==> src/rtl/agc_zc_period_meter.sv <==
// agc_zc_period_meter
// A hysteresis comparator finds rising zero crossings in the AGC output stream.
// The block counts the enabled samples between consecutive crossings.
// That count is the instantaneous-period estimate used by the FM demodulator.
// Optional build macro ZC_PERIOD_AVG_EN reports the mean of the last four raw
// periods instead of each raw period.
module agc_zc_period_meter #(
   parameter int          IN_W  = 39,
   parameter logic [63:0] HYST  = 64'd8589934592,
   parameter int          CNT_W = 16
) (
   input  logic                    clk,
   input  logic                    reset,
   input  logic                    clk_enable,
   input  logic signed [IN_W-1:0]  din,
   output logic [CNT_W-1:0]        period,
   output logic                    period_valid,
   output logic                    timeout,
   output logic                    pol
);

   typedef enum logic [1:0] {ST_UNK, ST_NEG, ST_POS} state_t;

   localparam logic signed [IN_W-1:0] HYST_P  = HYST[IN_W-1:0];
   localparam logic signed [IN_W-1:0] HYST_N  = -HYST_P;
   localparam logic [CNT_W-1:0]       CNT_MAX = '1;

   state_t           state;
   state_t           state_nx;
   logic             above;
   logic             below;
   logic             rise;
   logic             synced;
   logic [CNT_W-1:0] cnt;
   logic             period_evt;
   logic             tout_evt;

   // Counter increment that sticks at full scale instead of wrapping
   function automatic logic [CNT_W-1:0] sat_inc(input logic [CNT_W-1:0] v);
      if (v == CNT_MAX) begin
         return v;
      end
      return v + 1'b1;
   endfunction

   // Comparator next state; a rising crossing is only a NEG to POS move
   always_comb begin
      above    = (din >= HYST_P);
      below    = (din <= HYST_N);
      state_nx = state;
      rise     = 1'b0;
      case (state)
         ST_UNK: begin
            if (above) begin
               state_nx = ST_POS;
            end else if (below) begin
               state_nx = ST_NEG;
            end
         end
         ST_NEG: begin
            if (above) begin
               state_nx = ST_POS;
               rise     = 1'b1;
            end
         end
         ST_POS: begin
            if (below) begin
               state_nx = ST_NEG;
            end
         end
         default: state_nx = ST_UNK;
      endcase
   end

   // Measurement events on this enabled sample; a crossing beats saturation
   always_comb begin
      period_evt = clk_enable & rise & synced;
      tout_evt   = clk_enable & ~rise & synced & (cnt == CNT_MAX);
   end

   // Comparator state and registered polarity output
   always_ff @(posedge clk or negedge reset) begin
      if (!reset) begin
         state <= ST_UNK;
         pol   <= 1'b0;
      end else if (clk_enable) begin
         state <= state_nx;
         pol   <= (state_nx == ST_POS);
      end
   end

   // Sample counter, synchronisation flag and sticky timeout
   always_ff @(posedge clk or negedge reset) begin
      if (!reset) begin
         cnt     <= '0;
         synced  <= 1'b0;
         timeout <= 1'b0;
      end else if (clk_enable) begin
         if (rise) begin
            cnt     <= {{(CNT_W-1){1'b0}}, 1'b1};
            synced  <= 1'b1;
            timeout <= 1'b0;
         end else begin
            cnt <= sat_inc(cnt);
            if (tout_evt) begin
               timeout <= 1'b1;
               synced  <= 1'b0;
            end
         end
      end
   end

`ifdef ZC_PERIOD_AVG_EN
   logic [3:0][CNT_W-1:0] hist;
   logic [2:0]            nhist;
   logic [CNT_W+1:0]      sum;
   logic [CNT_W+1:0]      sum_nx;

   // Running sum over the last four raw periods; the oldest drops out once full
   always_comb begin
      sum_nx = sum + {2'b00, cnt};
      if (nhist == 3'd4) begin
         sum_nx = sum_nx - {2'b00, hist[3]};
      end
   end

   // Averaged period output; history restarts after reset or timeout
   always_ff @(posedge clk or negedge reset) begin
      if (!reset) begin
         hist         <= '0;
         nhist        <= '0;
         sum          <= '0;
         period       <= '0;
         period_valid <= 1'b0;
      end else begin
         period_valid <= 1'b0;
         if (tout_evt) begin
            hist  <= '0;
            nhist <= '0;
            sum   <= '0;
         end else if (period_evt) begin
            hist  <= {hist[2:0], cnt};
            sum   <= sum_nx;
            nhist <= (nhist == 3'd4) ? 3'd4 : nhist + 3'd1;
            if (nhist >= 3'd3) begin
               period       <= sum_nx[CNT_W+1:2];
               period_valid <= 1'b1;
            end
         end
      end
   end
`else
   // Raw period output, updated on every synchronised rising crossing
   always_ff @(posedge clk or negedge reset) begin
      if (!reset) begin
         period       <= '0;
         period_valid <= 1'b0;
      end else begin
         period_valid <= 1'b0;
         if (period_evt) begin
            period       <= cnt;
            period_valid <= 1'b1;
         end
      end
   end
`endif

endmodule

==> config.mk <==
export PLATFORM = sky130hd
export DESIGN_NAME = agc_zc_period_meter
export DESIGN_NICKNAME = d
export VERILOG_FILES = /design/src/rtl/agc_zc_period_meter.sv
export SDC_FILE = /design/constraint.sdc
export NUM_CORES = 1
export LEC_CHECK = 0
export ABC_CLOCK_PERIOD_IN_PS = 1650
export BUFFER_PORTS_ARGS = -buffer_cell sky130_fd_sc_hd__clkbuf_2
export CAP_MARGIN = 40
export CORE_AREA = 2 2 82 68
export DETAILED_ROUTE_END_ITERATION = 7
export DIE_AREA = 0 0 84 70
export PLACE_DENSITY_LB_ADDON = 0.3
export SKIP_CTS_REPAIR_TIMING = 1
export SLEW_MARGIN = 20
export SYNTH_ARGS = -nofsm -noshare
export SYNTH_HDL_FRONTEND = slang
export SYNTH_SLANG_ARGS = --single-unit
==> constraint.sdc <==
create_clock -name clk -period 1.65 [get_ports clk]
set_input_delay 0.0825 -clock clk [delete_from_list [all_inputs] [get_ports clk]]
set_output_delay 0.0825 -clock clk [all_outputs]
set_load 0.02 [all_outputs]
Word level (Yosys, flattened, before mapping)
Cells that the tools add are included.
Operators by class
  add/subtract/negate cells: 1
  magnitude comparators: 2
  equal/unequal tests: 5
  multiplexer cells: 16
  bitwise logic cells: 6
  reduce and logical (&&, ||, !) cells: 4
Operators by type and width (count)
  greater-or-equal comparator 39 x 35 -> 1 bit, second input constant: 1
  less-or-equal comparator 39 x 34 -> 1 bit, second input constant: 1
  two-way mux 16 bit: 2
  adder 16 x 1 -> 16 bit, second input constant: 1
  == test 16 bit, second input constant: 1
  two-way mux 1 bit: 10
  two-way mux 2 bit: 3
  case mux 2 bit (3 select lines): 1
  bitwise AND 1 bit: 5
  == test 2 bit, second input constant: 2
  AND reduction 2 bit: 2
  != test 3 bit, second input constant: 1
  == test 2 x 1 -> 1 bit, second input constant: 1
  zero test 2 bit: 1
  nonzero test 2 bit: 1
  inverter 1 bit: 1
Word-level totals
  register bits after elaboration: 38
  bits of input ports: 42
  output and inout bits: 19
  word-level logic and storage cells: 41

Longest topological paths before layout
  depth after elaboration: 9
  gate-level depth with buffers: 6
  gate-level depth less buffers: 5

Worst setup path before layout
OpenSTA, ideal clock, no wires.
  path type: flip-flop to flip-flop
  start: register cnt[0]
  end: register cnt[7]
  arrival: 1.606 ns
  path slack: -0.035 ns
  cell stages (with the launch flop): 7
  clock period less this slack: 1.685 ns
  path through: dfrtp_1 -> ha_1 -> and3_1 -> and3_1 -> buf_2 -> a211oi_1 -> mux2i_1
On the way
  word-level cells in the longest chain between the ends: 6
  elaborated cells between the ends (all ways): 9
  those cells by class: add/sub (1); eq/ne (2); mux (5); reduce/logical (1)
Ends and longest elaborated chain
  start, declared: RTL line 34  | logic [CNT_W-1:0] cnt;
  start signal, assigned: RTL line 100  | cnt <= {{(CNT_W-1){1'b0}}, 1'b1};
  start signal, assigned: RTL line 104  | cnt <= sat_inc(cnt);
  parallel branches: the longest is 6 deep, another holds adder 16 x 1 -> 16 bit
Several ways; the timed one is not identified. The select of a mux whose other input is x is not followed.
A chain may end at the register's enable or synchronous reset.

Worst setup path in the final report
  start: register state[1]
  end: register period[8]
On the way
  word-level cells in the longest chain between the ends: 4
Ends and longest elaborated chain
  start, declared: RTL line 28  | state_t state;
  start signal, assigned: RTL line 87  | state <= state_nx;
  == test 2 x 1 -> 1 bit: RTL line 52  | case (state)
  two-way mux 1 bit: RTL line 52
  bitwise AND 1 bit (2 in a row): RTL line 77  | period_evt = clk_enable & rise & synced;
  end signal, assigned: RTL line 161  | period <= cnt;
  end, declared: RTL line 16  | output logic [CNT_W-1:0] period,
Every way passes these cells.

==> results.sh <==
export IMPL_grt_antenna_before_repair=0
export IMPL_min_from="clk_enable"
export IMPL_number_of_enable_type_register_cells_in_the_synthesized_netlist=0
export IMPL_post_layout_total_power_mw=2.68
export IMPL_yosys_most_used_dff="sky130_fd_sc_hd__dfrtp_1"
export IMPL_grt_pass1_wl_um=7890
export IMPL_worstMarginPinSlew_ns=0.458
export IMPL_place_congestion=0.850
export IMPL_power_per_cell_area_nw_per_um2=1000
export IMPL_layout_nets=305
export IMPL_die_height_um=70
export IMPL_register_area_um2=952
export IMPL_final_max_slew_viol_count=0
export IMPL_nFillCells=470
export IMPL_design_die_area_um2=5880
export IMPL_netlist_instances=178
export IMPL_ys_seq_elements=38
export IMPL_cts_buffers=5
export IMPL_per_instance_average_area_after_synthesis_um2=11.1
export IMPL_finalHoldWorstSlack_ns=0.210
export IMPL_final_cell_area_um2=2680
export IMPL_whs_endpoint="cnt[9]"
export IMPL_num_antenna_cells=0
export IMPL_drt_vias_per_instance=5.37
export IMPL_status="finished clean"
export IMPL_initial_core_util_pct=38.1
export IMPL_share_of_post_route_cells_with_drive_strength_above_1_pct=46.4
export IMPL_worstSetupStartpointType="flop"
export IMPL_finalSetupViolCount=0
export IMPL_slowest_delay_ns=0.41
export IMPL_worst_r2r_setup_slack_ns=0.04
export IMPL_final_antenna_net_count=0
export IMPL_worstReg2RegStart="state[1]"
export IMPL_criticalPathCategory="reg -> reg"
export IMPL_route_detailed_wl_per_inst_um=14.2
export IMPL_class_of_the_tightest_hold_or_removal_check="in -> reg"
export IMPL_clkSinkCount=38
export IMPL_relative_area_change_from_synthesis_to_final_layout_pct=35.3
export IMPL_postPlaceCellArea_um2=2490
export IMPL_final_core_util_pct=51.5
export IMPL_cp_endpoint_kind="flop"
export IMPL_multi_input_gate_area_um2=1050
export IMPL_synthesis_area_um2=1980
export IMPL_syn_num_nets=221
export IMPL_path_clk_slew_ns=0.07
export IMPL_detailedPlacementHpwl_um=3450
export IMPL_clock_tree_htree_level_count=2
export IMPL_layout_min_cycle_time_ns=1.61
export IMPL_first_pass_iters=4
export IMPL_first_global_vias=1678
export IMPL_drt_drc_violations_left=0
export IMPL_die_w_um=84
export IMPL_max_clock_path_buffers=2
export IMPL_grtUsageTotal_pct=16.7
export IMPL_num_io_pins=61
export IMPL_synth_async_sr_flop_share_pct=100
export IMPL_synth_lib_cells_used_distinct=38
export IMPL_drt_iter0_markers=67
export IMPL_crit_arrival_ns=1.80
export IMPL_clock_insertion_delay_worst_skew_ns=0.30
export IMPL_row_count=24
export IMPL_r2r_end="period[8]"
export IMPL_vdd_ir_drop_max_mv=0.629
export IMPL_buffer_ports_inserted=60
export IMPL_clock_tree_root_cell="sky130_fd_sc_hd__clkbuf_8"
export IMPL_timing_final_crit_share_pct=97.7
export IMPL_power_leakage_nw=1.31
export IMPL_slew_headroom_pct=69.3
export IMPL_via_count=1749
export IMPL_timing_critical_path_slowest_stage_cell="sky130_fd_sc_hd__a2111oi_4"
export IMPL_grt_max_degree=23
export IMPL_worst_clock_skew_ns=0.00797
export IMPL_reg2regPathDepth=5
export IMPL_tritoncts="yes"
export IMPL_max_freq_mhz=621
export IMPL_worst_path_max_fanout=17
export IMPL_seq_total_area_yosys_pct=48.0
export IMPL_grt_remaining_overflow=0
export IMPL_critical_path_required_ns=1.84
export IMPL_synth_warnings=0
export IMPL_drt_total_wl_um=4630
export IMPL_core_area_um2=5190
export IMPL_fin_tns_setup_ns=0
export IMPL_crit_chain="nand2b_4 > a2111oi_4 > nand2_4 > buf_12 > mux2_4"
export IMPL_maxCapViolCount=0
export IMPL_holdPathStages=3
export IMPL_final_hold_violation_count=0
==> worst max-delay path: cells and delay by family, from the launching register on <==
kind	cells	cell delay [ns]
compound gates	1	0.41
flops	1	0.38
mux	1	0.30
simple gates	2	0.25
buf+inv	1	0.18
==> final cells by class <==
| class | count | share of cell area (%) |
|---|---|---|
| timing repair buffer | 82 | 18.4 |
| tap | 65 | 3.04 |
| clock buffer | 6 | 3.08 |
| multi-input combinational | 131 | 39.3 |
| inverter | 4 | 0.561 |
| sequential | 38 | 35.6 |
==> kinds of logic after synthesis <==
logic type | share of synthesized area [%]
and+or+nand+nor | 21.2
DFF | 48.0
AOI/OAI and AO/OA | 13.1
adders and majority gates | 0.632
muxes | 14.9
buffers and inverters | 2.21
==> cells in the mapped netlist (3+ instances only) <==
master	n	area (um^2)
sky130_fd_sc_hd__nor4_1	8	50.1
sky130_fd_sc_hd__o21ai_0	6	30.0
sky130_fd_sc_hd__nand2b_1	5	31.3
sky130_fd_sc_hd__nor2_1	3	11.3
sky130_fd_sc_hd__mux2i_1	8	80.1
sky130_fd_sc_hd__and3_1	4	25.0
sky130_fd_sc_hd__or4_1	3	22.5
sky130_fd_sc_hd__inv_1	4	15.0
sky130_fd_sc_hd__mux2_2	7	78.8
sky130_fd_sc_hd__nand2_1	17	63.8
sky130_fd_sc_hd__mux2_4	9	135
sky130_fd_sc_hd__nand4_1	8	50.1
sky130_fd_sc_hd__nor3_1	4	20.0
sky130_fd_sc_hd__or3_1	5	31.3
sky130_fd_sc_hd__and4_1	3	26.3
sky130_fd_sc_hd__a211oi_1	4	30.0
sky130_fd_sc_hd__a21oi_1	11	55.1
sky130_fd_sc_hd__nand3_1	4	20.0
sky130_fd_sc_hd__dfrtp_1	38	951
sky130_fd_sc_hd__o31ai_1	5	37.5
==> per-stage QoR <==
stage               worst slack (ns)  std cells
finish                        0.0386        326
global route                 -0.0270        326
CTS                          -0.0803        323
detailed placement           -0.0782        317
global placement              0.0162        317
floorplan                    -0.0330        178
==> power by group <==
part,total [mW],internal (mW),switching (mW)
registers,1.24,1.11,0.138
clock network,0.644,0.322,0.322
logic,0.788,0.379,0.409
==> cells in the final DEF (no fill, tap or decap), types with 2 or more instances in the layout <==
master / netlist / final
sky130_fd_sc_hd__a211oi_2: 0 / 3
sky130_fd_sc_hd__a21oi_1: 11 / 10
sky130_fd_sc_hd__a41oi_1: 2 / 2
sky130_fd_sc_hd__and3_1: 4 / 2
sky130_fd_sc_hd__and3_4: 0 / 2
sky130_fd_sc_hd__and4_1: 3 / 3
sky130_fd_sc_hd__buf_12: 0 / 2
sky130_fd_sc_hd__buf_4: 0 / 19
sky130_fd_sc_hd__clkbuf_2: 0 / 60
sky130_fd_sc_hd__clkbuf_8: 0 / 6
sky130_fd_sc_hd__dfrtp_1: 38 / 37
sky130_fd_sc_hd__inv_1: 4 / 4
sky130_fd_sc_hd__mux2_2: 7 / 7
sky130_fd_sc_hd__mux2_4: 9 / 9
sky130_fd_sc_hd__mux2i_1: 8 / 8
sky130_fd_sc_hd__nand2_1: 17 / 17
sky130_fd_sc_hd__nand2_4: 1 / 2
sky130_fd_sc_hd__nand2b_1: 5 / 5
sky130_fd_sc_hd__nand3_1: 4 / 4
sky130_fd_sc_hd__nand4_1: 8 / 8
sky130_fd_sc_hd__nor2_1: 3 / 2
sky130_fd_sc_hd__nor3_1: 4 / 4
sky130_fd_sc_hd__nor4_1: 8 / 8
sky130_fd_sc_hd__o21ai_0: 6 / 5
sky130_fd_sc_hd__o31ai_1: 5 / 4
sky130_fd_sc_hd__o41ai_2: 0 / 2
sky130_fd_sc_hd__or3_1: 5 / 5
sky130_fd_sc_hd__or4_1: 3 / 2
==> registers in the layout, summed over array words and instances, names as in the netlist <==
register / count
timeout: 1
synced: 1
cnt: 16
period_valid: 1
period: 16
state: 2
pol: 1
==> layer usage <==
metal | vias to the layer above | routed length (um) | share of wire (%) | track usage (%)
li1 | 853 | - | - | -
met1 | 858 | 2310 | 50 | 23.5
met2 | 29 | 2070 | 45 | 25.0
met3 | 9 | 154 | 3.3 | 3.78
met4 | 0 | 98 | 2.1 | 6.45
met5 | - | 0 | 0 | 0
==> worst max path at each step <==
stage	to	cells past startpoint	slack, ns	startpoint
floorplan	cnt[7]	6	-0.03	cnt[0]
global placement	cnt[11]	5	0.02	cnt[0]
detailed placement	cnt[0]	5	-0.08	cnt[0]
CTS	cnt[0]	5	-0.08	cnt[0]
global route	cnt[14]	6	-0.03	cnt[0]
finish	period[8]	5	0.04	state[1]
No activity file was read; power rests on OpenSTA's default activity.
